==> src/rtl/sdram_arbiter_if.sv <==
// Bus bundles used by sdram_arbiter.
//
// sdram_req_if    : requester side. Four (N_REQ) masters present level-held
//                   read/write requests with packed addresses/write data and
//                   receive one-cycle finished pulses plus a shared read-data
//                   bus.
//                   modport master -> the requesting cores
//                   modport slave  -> the arbiter
// sdram_avalon_if : Avalon-MM port of new_sdram_controller_0_s1.
//                   modport master -> the arbiter
//                   modport slave  -> the SDRAM controller

interface sdram_req_if #(
  parameter int N_REQ  = 4,
  parameter int ADDR_W = 23,
  parameter int DATA_W = 32
);
  logic [N_REQ-1:0]        req_read;
  logic [N_REQ-1:0]        req_write;
  logic [N_REQ*ADDR_W-1:0] req_addr;
  logic [N_REQ*DATA_W-1:0] req_writedata;
  logic [DATA_W-1:0]       req_readdata;
  logic [N_REQ-1:0]        req_read_finished;
  logic [N_REQ-1:0]        req_write_finished;

  modport master (
    output req_read, req_write, req_addr, req_writedata,
    input  req_readdata, req_read_finished, req_write_finished
  );

  modport slave (
    input  req_read, req_write, req_addr, req_writedata,
    output req_readdata, req_read_finished, req_write_finished
  );
endinterface

interface sdram_avalon_if #(
  parameter int ADDR_W = 23,
  parameter int DATA_W = 32
);
  logic [ADDR_W-1:0] new_sdram_controller_0_s1_address;
  logic [3:0]        new_sdram_controller_0_s1_byteenable_n;
  logic              new_sdram_controller_0_s1_chipselect;
  logic [DATA_W-1:0] new_sdram_controller_0_s1_writedata;
  logic              new_sdram_controller_0_s1_read_n;
  logic              new_sdram_controller_0_s1_write_n;
  logic [DATA_W-1:0] new_sdram_controller_0_s1_readdata;
  logic              new_sdram_controller_0_s1_readdatavalid;
  logic              new_sdram_controller_0_s1_waitrequest;

  modport master (
    output new_sdram_controller_0_s1_address, new_sdram_controller_0_s1_byteenable_n,
           new_sdram_controller_0_s1_chipselect, new_sdram_controller_0_s1_writedata,
           new_sdram_controller_0_s1_read_n, new_sdram_controller_0_s1_write_n,
    input  new_sdram_controller_0_s1_readdata, new_sdram_controller_0_s1_readdatavalid,
           new_sdram_controller_0_s1_waitrequest
  );

  modport slave (
    input  new_sdram_controller_0_s1_address, new_sdram_controller_0_s1_byteenable_n,
           new_sdram_controller_0_s1_chipselect, new_sdram_controller_0_s1_writedata,
           new_sdram_controller_0_s1_read_n, new_sdram_controller_0_s1_write_n,
    output new_sdram_controller_0_s1_readdata, new_sdram_controller_0_s1_readdatavalid,
           new_sdram_controller_0_s1_waitrequest
  );
endinterface

==> src/rtl/sdram_arbiter.sv <==
// sdram_arbiter: shares one Avalon-MM SDRAM controller slave among N_REQ
// masters (0 load, 1 record, 2 mix, 3 pitch). Round-robin grant, a single
// transaction in flight, one-cycle finished pulse back to the winner.
//
// Ports:
//   i_clk, i_rst  : clock, synchronous active-high reset
//   req           : sdram_req_if.slave   - requester strobes/data/finished
//   sdram         : sdram_avalon_if.master - controller Avalon-MM port
//   grant_id      : current / most recent granted requester
//   busy          : high whenever the FSM is not IDLE
//   timeout_err   : sticky read-timeout flag
//
// Optional feature macro: SDRAM_ARB_TIMEOUT_EN
//   defined   -> a read waiting TIMEOUT_CYCLES cycles without readdatavalid
//                completes with data 0 and sets timeout_err.
//   undefined -> reads wait forever; timeout_err is constant 0.

module sdram_arbiter #(
  parameter int N_REQ          = 4,
  parameter int ADDR_W         = 23,
  parameter int DATA_W         = 32,
  parameter int TIMEOUT_CYCLES = 1024
) (
  input  logic                     i_clk,
  input  logic                     i_rst,
  sdram_req_if.slave               req,
  sdram_avalon_if.master           sdram,
  output logic [$clog2(N_REQ)-1:0] grant_id,
  output logic                     busy,
  output logic                     timeout_err
);

  localparam int ID_W = $clog2(N_REQ);
  localparam logic [ID_W-1:0] LAST_RST = ID_W'(N_REQ - 1);

  typedef enum logic [1:0] {IDLE, ISSUE, WAIT_DATA, DONE} state_t;

  state_t            state_reg, state_next;
  logic [ID_W-1:0]   last_reg, last_next;
  logic [ID_W-1:0]   grant_reg, grant_next;
  logic              op_read_reg, op_read_next;
  logic [ADDR_W-1:0] addr_reg, addr_next;
  logic [DATA_W-1:0] wdata_reg, wdata_next;
  logic [DATA_W-1:0] rdata_reg, rdata_next;
  logic [N_REQ-1:0]  rd_fin_reg, rd_fin_next;
  logic [N_REQ-1:0]  wr_fin_reg, wr_fin_next;
  logic              cs_reg, cs_next;
  logic              rd_n_reg, rd_n_next;
  logic              wr_n_reg, wr_n_next;
  logic [3:0]        be_n_reg, be_n_next;
  logic              busy_reg, busy_next;

`ifdef SDRAM_ARB_TIMEOUT_EN
  localparam int TCNT_W = $clog2(TIMEOUT_CYCLES + 1);
  logic [TCNT_W-1:0] tcnt_reg, tcnt_next;
  logic              terr_reg, terr_next;
`endif

  // Unpack the per-requester address / write-data buses.
  logic [ADDR_W-1:0] addr_arr  [N_REQ];
  logic [DATA_W-1:0] wdata_arr [N_REQ];
  logic [N_REQ-1:0]  pending;

  generate
    for (genvar gi = 0; gi < N_REQ; gi++) begin : g_unpack
      assign addr_arr[gi]  = req.req_addr[gi*ADDR_W +: ADDR_W];
      assign wdata_arr[gi] = req.req_writedata[gi*DATA_W +: DATA_W];
    end
  endgenerate

  assign pending = req.req_read | req.req_write;

  // First pending index scanning last+1, last+2, ... (mod N_REQ). The last
  // winner is checked last, so nobody is served twice while others wait.
  function automatic logic [ID_W-1:0] rr_pick(input logic [N_REQ-1:0] pend,
                                               input logic [ID_W-1:0]  last);
    logic [ID_W-1:0] sel;
    logic [ID_W-1:0] idx;
    logic            found;
    sel   = last;
    found = 1'b0;
    for (int k = 1; k <= N_REQ; k++) begin
      idx = ID_W'((int'(last) + k) % N_REQ);
      if (!found && pend[idx]) begin
        sel   = idx;
        found = 1'b1;
      end
    end
    return sel;
  endfunction

  logic [ID_W-1:0] pick;
  assign pick = rr_pick(pending, last_reg);

  always_comb begin
    state_next   = state_reg;
    last_next    = last_reg;
    grant_next   = grant_reg;
    op_read_next = op_read_reg;
    addr_next    = addr_reg;
    wdata_next   = wdata_reg;
    rdata_next   = rdata_reg;
    rd_fin_next  = '0;
    wr_fin_next  = '0;
    cs_next      = cs_reg;
    rd_n_next    = rd_n_reg;
    wr_n_next    = wr_n_reg;
    be_n_next    = be_n_reg;
`ifdef SDRAM_ARB_TIMEOUT_EN
    tcnt_next    = tcnt_reg;
    terr_next    = terr_reg;
`endif

    case (state_reg)
      IDLE: begin
        if (|pending) begin
          // A requester asserting both strobes gets a read.
          grant_next   = pick;
          last_next    = pick;
          op_read_next = req.req_read[pick];
          addr_next    = addr_arr[pick];
          wdata_next   = wdata_arr[pick];
          cs_next      = 1'b1;
          be_n_next    = 4'h0;
          rd_n_next    = ~req.req_read[pick];
          wr_n_next    = req.req_read[pick];
          state_next   = ISSUE;
        end
      end

      ISSUE: begin
        // Strobes and latched address/data stay put while the slave stalls.
        if (!sdram.new_sdram_controller_0_s1_waitrequest) begin
          cs_next   = 1'b0;
          be_n_next = 4'hF;
          rd_n_next = 1'b1;
          wr_n_next = 1'b1;
          if (op_read_reg) begin
            state_next = WAIT_DATA;
`ifdef SDRAM_ARB_TIMEOUT_EN
            tcnt_next  = '0;
`endif
          end else begin
            wr_fin_next[grant_reg] = 1'b1;
            state_next             = DONE;
          end
        end
      end

      WAIT_DATA: begin
        if (sdram.new_sdram_controller_0_s1_readdatavalid) begin
          rdata_next             = sdram.new_sdram_controller_0_s1_readdata;
          rd_fin_next[grant_reg] = 1'b1;
          state_next             = DONE;
        end
`ifdef SDRAM_ARB_TIMEOUT_EN
        else if (tcnt_reg == TCNT_W'(TIMEOUT_CYCLES - 1)) begin
          rdata_next             = '0;
          rd_fin_next[grant_reg] = 1'b1;
          terr_next              = 1'b1;
          state_next             = DONE;
        end else begin
          tcnt_next = tcnt_reg + 1'b1;
        end
`endif
      end

      // Gives the requester one cycle to drop its level before re-arbitration.
      DONE: state_next = IDLE;

      default: state_next = IDLE;
    endcase

    busy_next = (state_next != IDLE);
  end

  always_ff @(posedge i_clk) begin
    if (i_rst) begin
      state_reg   <= IDLE;
      last_reg    <= LAST_RST;
      grant_reg   <= '0;
      op_read_reg <= 1'b0;
      addr_reg    <= '0;
      wdata_reg   <= '0;
      rdata_reg   <= '0;
      rd_fin_reg  <= '0;
      wr_fin_reg  <= '0;
      cs_reg      <= 1'b0;
      rd_n_reg    <= 1'b1;
      wr_n_reg    <= 1'b1;
      be_n_reg    <= 4'hF;
      busy_reg    <= 1'b0;
`ifdef SDRAM_ARB_TIMEOUT_EN
      tcnt_reg    <= '0;
      terr_reg    <= 1'b0;
`endif
    end else begin
      state_reg   <= state_next;
      last_reg    <= last_next;
      grant_reg   <= grant_next;
      op_read_reg <= op_read_next;
      addr_reg    <= addr_next;
      wdata_reg   <= wdata_next;
      rdata_reg   <= rdata_next;
      rd_fin_reg  <= rd_fin_next;
      wr_fin_reg  <= wr_fin_next;
      cs_reg      <= cs_next;
      rd_n_reg    <= rd_n_next;
      wr_n_reg    <= wr_n_next;
      be_n_reg    <= be_n_next;
      busy_reg    <= busy_next;
`ifdef SDRAM_ARB_TIMEOUT_EN
      tcnt_reg    <= tcnt_next;
      terr_reg    <= terr_next;
`endif
    end
  end

  assign sdram.new_sdram_controller_0_s1_address      = addr_reg;
  assign sdram.new_sdram_controller_0_s1_byteenable_n = be_n_reg;
  assign sdram.new_sdram_controller_0_s1_chipselect   = cs_reg;
  assign sdram.new_sdram_controller_0_s1_writedata    = wdata_reg;
  assign sdram.new_sdram_controller_0_s1_read_n       = rd_n_reg;
  assign sdram.new_sdram_controller_0_s1_write_n      = wr_n_reg;

  assign req.req_readdata       = rdata_reg;
  assign req.req_read_finished  = rd_fin_reg;
  assign req.req_write_finished = wr_fin_reg;

  assign grant_id = grant_reg;
  assign busy     = busy_reg;

`ifdef SDRAM_ARB_TIMEOUT_EN
  assign timeout_err = terr_reg;
`else
  assign timeout_err = 1'b0;
  logic unused_timeout_cfg;
  assign unused_timeout_cfg = (TIMEOUT_CYCLES > 0);
`endif

endmodule

==> src/flat_wrapper.sv <==
// flat-port wrapper written by rule: the top's interface ports become plain ports
module sdram_arbiter_flat 
#(
  parameter int N_REQ          = 4,
  parameter int ADDR_W         = 23,
  parameter int DATA_W         = 32,
  parameter int TIMEOUT_CYCLES = 1024
)
  (i_clk, i_rst, grant_id, busy, timeout_err, req_req_read, req_req_write, req_req_addr, req_req_writedata, req_req_readdata, req_req_read_finished, req_req_write_finished, sdram_new_sdram_controller_0_s1_address, sdram_new_sdram_controller_0_s1_byteenable_n, sdram_new_sdram_controller_0_s1_chipselect, sdram_new_sdram_controller_0_s1_writedata, sdram_new_sdram_controller_0_s1_read_n, sdram_new_sdram_controller_0_s1_write_n, sdram_new_sdram_controller_0_s1_readdata, sdram_new_sdram_controller_0_s1_readdatavalid, sdram_new_sdram_controller_0_s1_waitrequest);
  sdram_req_if #(.N_REQ(N_REQ), .ADDR_W(ADDR_W), .DATA_W(DATA_W)) req_i ();
  sdram_avalon_if #(.ADDR_W(ADDR_W), .DATA_W(DATA_W)) sdram_i ();
  input  logic i_clk;
  input  logic i_rst;
  output logic [$clog2(N_REQ)-1:0] grant_id;
  output logic busy;
  output logic timeout_err;
  input wire logic [$bits(req_i.req_read)-1:0] req_req_read;
  input wire logic [$bits(req_i.req_write)-1:0] req_req_write;
  input wire logic [$bits(req_i.req_addr)-1:0] req_req_addr;
  input wire logic [$bits(req_i.req_writedata)-1:0] req_req_writedata;
  output wire logic [$bits(req_i.req_readdata)-1:0] req_req_readdata;
  output wire logic [$bits(req_i.req_read_finished)-1:0] req_req_read_finished;
  output wire logic [$bits(req_i.req_write_finished)-1:0] req_req_write_finished;
  output wire logic [$bits(sdram_i.new_sdram_controller_0_s1_address)-1:0] sdram_new_sdram_controller_0_s1_address;
  output wire logic [$bits(sdram_i.new_sdram_controller_0_s1_byteenable_n)-1:0] sdram_new_sdram_controller_0_s1_byteenable_n;
  output wire logic [$bits(sdram_i.new_sdram_controller_0_s1_chipselect)-1:0] sdram_new_sdram_controller_0_s1_chipselect;
  output wire logic [$bits(sdram_i.new_sdram_controller_0_s1_writedata)-1:0] sdram_new_sdram_controller_0_s1_writedata;
  output wire logic [$bits(sdram_i.new_sdram_controller_0_s1_read_n)-1:0] sdram_new_sdram_controller_0_s1_read_n;
  output wire logic [$bits(sdram_i.new_sdram_controller_0_s1_write_n)-1:0] sdram_new_sdram_controller_0_s1_write_n;
  input wire logic [$bits(sdram_i.new_sdram_controller_0_s1_readdata)-1:0] sdram_new_sdram_controller_0_s1_readdata;
  input wire logic [$bits(sdram_i.new_sdram_controller_0_s1_readdatavalid)-1:0] sdram_new_sdram_controller_0_s1_readdatavalid;
  input wire logic [$bits(sdram_i.new_sdram_controller_0_s1_waitrequest)-1:0] sdram_new_sdram_controller_0_s1_waitrequest;
  assign req_i.req_read = req_req_read;
  assign req_i.req_write = req_req_write;
  assign req_i.req_addr = req_req_addr;
  assign req_i.req_writedata = req_req_writedata;
  assign req_req_readdata = req_i.req_readdata;
  assign req_req_read_finished = req_i.req_read_finished;
  assign req_req_write_finished = req_i.req_write_finished;
  assign sdram_new_sdram_controller_0_s1_address = sdram_i.new_sdram_controller_0_s1_address;
  assign sdram_new_sdram_controller_0_s1_byteenable_n = sdram_i.new_sdram_controller_0_s1_byteenable_n;
  assign sdram_new_sdram_controller_0_s1_chipselect = sdram_i.new_sdram_controller_0_s1_chipselect;
  assign sdram_new_sdram_controller_0_s1_writedata = sdram_i.new_sdram_controller_0_s1_writedata;
  assign sdram_new_sdram_controller_0_s1_read_n = sdram_i.new_sdram_controller_0_s1_read_n;
  assign sdram_new_sdram_controller_0_s1_write_n = sdram_i.new_sdram_controller_0_s1_write_n;
  assign sdram_i.new_sdram_controller_0_s1_readdata = sdram_new_sdram_controller_0_s1_readdata;
  assign sdram_i.new_sdram_controller_0_s1_readdatavalid = sdram_new_sdram_controller_0_s1_readdatavalid;
  assign sdram_i.new_sdram_controller_0_s1_waitrequest = sdram_new_sdram_controller_0_s1_waitrequest;
  sdram_arbiter #(.N_REQ(N_REQ), .ADDR_W(ADDR_W), .DATA_W(DATA_W), .TIMEOUT_CYCLES(TIMEOUT_CYCLES)) u_core (.i_clk(i_clk), .i_rst(i_rst), .req(req_i), .sdram(sdram_i), .grant_id(grant_id), .busy(busy), .timeout_err(timeout_err));
endmodule
==> config.mk <==
export PLATFORM = sky130hd
export DESIGN_NAME = sdram_arbiter_flat
export DESIGN_NICKNAME = d
export VERILOG_FILES = /design/src/rtl/sdram_arbiter_if.sv /design/src/rtl/sdram_arbiter.sv /design/src/flat_wrapper.sv
export SDC_FILE = /design/constraint.sdc
export NUM_CORES = 1
export LEC_CHECK = 0
export ABC_AREA = 1
export CAP_MARGIN = 20
export CORE_ASPECT_RATIO = 1.2
export CORE_MARGIN = 5
export CORE_UTILIZATION = 35
export CTS_BUF_LIST = sky130_fd_sc_hd__clkbuf_16
export DETAILED_ROUTE_END_ITERATION = 12
export DONT_BUFFER_PORTS = 1
export GPL_TIMING_DRIVEN = 0
export PLACE_DENSITY = 0.62
export SLEW_MARGIN = 20
export SYNTH_ARGS = -nofsm -noshare
export SYNTH_HDL_FRONTEND = slang
export SYNTH_SLANG_ARGS = --single-unit
==> constraint.sdc <==
create_clock -name i_clk -period 1.8 [get_ports i_clk]
set_input_delay 0.36 -clock i_clk [delete_from_list [all_inputs] [get_ports i_clk]]
set_output_delay 0.36 -clock i_clk [all_outputs]
set_load 0.02 [all_outputs]
==> results.py <==
metrics = {
    "floorplanning": {
        "die_w_um": 133,
        "die-area_sq_mm": 0.0209,
        "rows": 53,
        "ios": 370,
        "core_area_sq_mm": 0.0176,
        "initial_core_util_pct": 35.9,
        "die_h_um": 157,
    },
    "clocking": {
        "cts_made_buffers": 9,
        "insertion_delay_ns": 0.36,
        "clk_pin_slew_ns": 0.08,
        "clock_sinks": 107,
        "cts_hold_buffers": 0,
        "cts_tree": "built",
        "h-tree-depth": 3,
        "clockBufferDepth": 2,
        "root_buffer": "clkbuf_16",
    },
    "power_and_ir_drop": {
        "powerDensity_mw_per_mm2": 1590,
        "vdd_drop_max_mv": 0.596,
        "leakagePower_nw": 4.22,
    },
    "routing": {
        "drcViolationCount": 0,
        "vias": 6872,
        "drt_pass1_iterations": 5,
        "routed_wirelength_mm": 25.2,
        "ant_nets": 0,
        "viasPerCell": 4.96,
        "wire_per_inst_um": 18.2,
        "drtIter0Drc": 388,
    },
    "hold_path": {
        "holdPathStages": 2,
        "min-delay-path-class": "in2reg",
    },
    "grt": {
        "first_global_vias": 6532,
        "antenna_found_initial": 1,
        "grt-ovfl-total": 0,
        "grt_usage_pct": 22.7,
        "grt_pass1_wl_mm": 37.2,
        "grt_max_degree": 21,
    },
    "placement": {
        "portBuffers": 0,
        "dp_hpwl_mm": 18.6,
        "pre_cts_slack_ns": -0.732,
        "place.gp.congestion": 0.882,
        "place_area_sq_mm": 0.00660,
    },
    "yosys": {
        "synthCells": 1115,
        "synth-seq-area-share_pct": 33.9,
        "async_flop_share_pct": 0,
        "avgSynthCellArea_sq_um": 5.67,
        "yosys.area.top_type": "nand2_1",
        "synth_nets": 1379,
        "synth_commonest_cells": "608 x nand2_1, 122 x nor2_1, 107 x dfxtp_1, 70 x nand3_1, 67 x inv_1",
        "yosysWarnings": 0,
        "synth_seq_cells": 107,
        "yosysMostFrequentCell": "nand2_1",
        "synth_enable_flop_cells": 0,
        "yosysUniqueCellTypes": 25,
        "ys.flop_type": "dfxtp_1",
        "syn-cell-area_sq_mm": 0.00632,
        "synthDominantCellAreaShare_pct": 36.1,
        "yosys-top-cells-area": "nand2_1 36%, dfxtp_1 34%, nor2_1 7.2%, nand3_1 5.5%, inv_1 4.0%",
    },
    "setup_path": {
        "reg2regPathDepth": 18,
        "cp_max_fo": 10,
        "cp.required_ns": 2.05,
        "crit_arrival_ns": 2.32,
        "r2r_slack_ns": -0.26,
        "path_class": "reg2reg",
        "critical_path.endpoint_type": "flip-flop",
        "worstSetupStartpointType": "flip-flop",
    },
    "timing": {
        "finalMaxSlewViolations": 0,
        "setup_viol": 62,
        "rsz0062_at_grt": "true",
        "fin_skew_ns": 0.0111,
        "finalHoldViolations": 0,
        "period_needed_ns": 2.06,
        "tightestPinTransition_ns": 0.559,
        "relSlewSlack_pct": 62.7,
        "timing.final.crit_share_pct": 115,
        "worst_slack_ns": -0.261,
        "fmax_mhz": 485,
    },
    "flow_run": {
        "maxCapViolCount": 0,
    },
    "status": {
        "status": "finished, violations left",
        "violations": "negative setup slack",
    },
    "finish": {
        "layout-drive-gt1-share_pct": 15.6,
        "final_area_sq_mm": 0.00793,
        "nNetsFinal": 1423,
        "fill_cells": 1886,
        "syn_to_final_growth_pct": 25.3,
    },
}
per-layer routing:
layer / routed length (um) / GRT usage (%) / vias to the layer above
met3: 2450 / 8.70 / 23
met5: 0 / 0 / -
li1: - / - / 3457
met4: 338 / 5.00 / 0
met2: 12900 / 41.0 / 298
met1: 9500 / 25.4 / 3094
final timing paths:
path                                                           endpoint                                   startpoint
worst max-delay path                                          flip-flop              u_core.last_reg[0]$_SDFFE_PP1P_
worst min-delay path            u_core.req.req_readdata[3]$_SDFFE_PP0P_  sdram_new_sdram_controller_0_s1_readdata[3]
worst max register to register                                flip-flop              u_core.last_reg[0]$_SDFFE_PP1P_
worst min register to register           u_core.state_reg[1]$_SDFF_PP0_               u_core.state_reg[1]$_SDFF_PP0_
through the flow:
step	total power [W]	setup TNS (ns)	cells	hold slack, ns	util [%]
global route	0.0136	-21.46	1385	0.130	44.9
global placement	0.00860	-34.28	1335	0.504	37.4
detailed placement	0.00864	-33.98	1335	0.505	37.4
CTS	0.0125	-9.04	1376	0.124	44.1
floorplan	0.00726	0	1115	0.482	-
finish	0.0126	-12.48	1385	0.134	44.9
cells by family (layout without fill, tap and decap cells):
kind of cell	count (synthesis)	in the layout	share of synthesized area, %
compound gates	45	45	3.72
flops	107	107	33.9
other cells	1	2	0.0593
simple gates	820	820	50.7
buf+inv	142	191	11.6
power breakdown:
part	switching, W	internal, W
Combinational	0.00385	0.00299
Sequential	0.000874	0.00279
Clock	0.000997	0.00112
Total	0.00572	0.00690
worst max-delay path, stage by stage (launching register included):
cell and delay [ns]:
dfxtp_2 0.34, buf_6 0.14, inv_8 0.06, nand2_4 0.10, nand2_4 0.07, nand2_4 0.08
nand2_4 0.08, buf_4 0.15, nand3_4 0.09, nand2_4 0.08, buf_12 0.13, buf_16 0.14
buf_8 0.14, nand2_2 0.06, nand2_1 0.08, nand2_1 0.06, nand3_1 0.06, nand2_1 0.06
inv_1 0.03
area by class of cell:
class,instances,area (sq um),area share (%)
multi-input cells,866,3800,47.9
repair buffers,33,475,6.00
plain buffers,70,632,7.97
flip-flops and latches,107,2150,27.1
inverters,72,278,3.50
clock inverters,7,92.6,1.17
diodes,1,2.50,0.0316
well taps,220,275,3.47
clock buffers,9,225,2.84
timing repair:
| action | in CTS | in global routing |
|---|---|---|
| endpoints found under the setup margin | 62 | 62 |
| setup buffers | 16 | 6 |
| gates cloned | 10 | 3 |
| pin swaps | 36 | 6 |
| gates resized for setup | 152 | 14 |
cell usage in the layout (no fill, tap or decap), drive strengths merged:
master and instances:
dfxtp 107, buf 74, a31oi 1, nand3 71, inv 73, bufbuf 1
nand4 3, conb 1, or2 2, nand2 614, nor2 122, diode 1
nor3 8, clkbuf 37, o211ai 2, o21ai 1, a21oi 41, bufinv 1
clkinv 5
No activity file was read; power rests on OpenSTA's default activity.
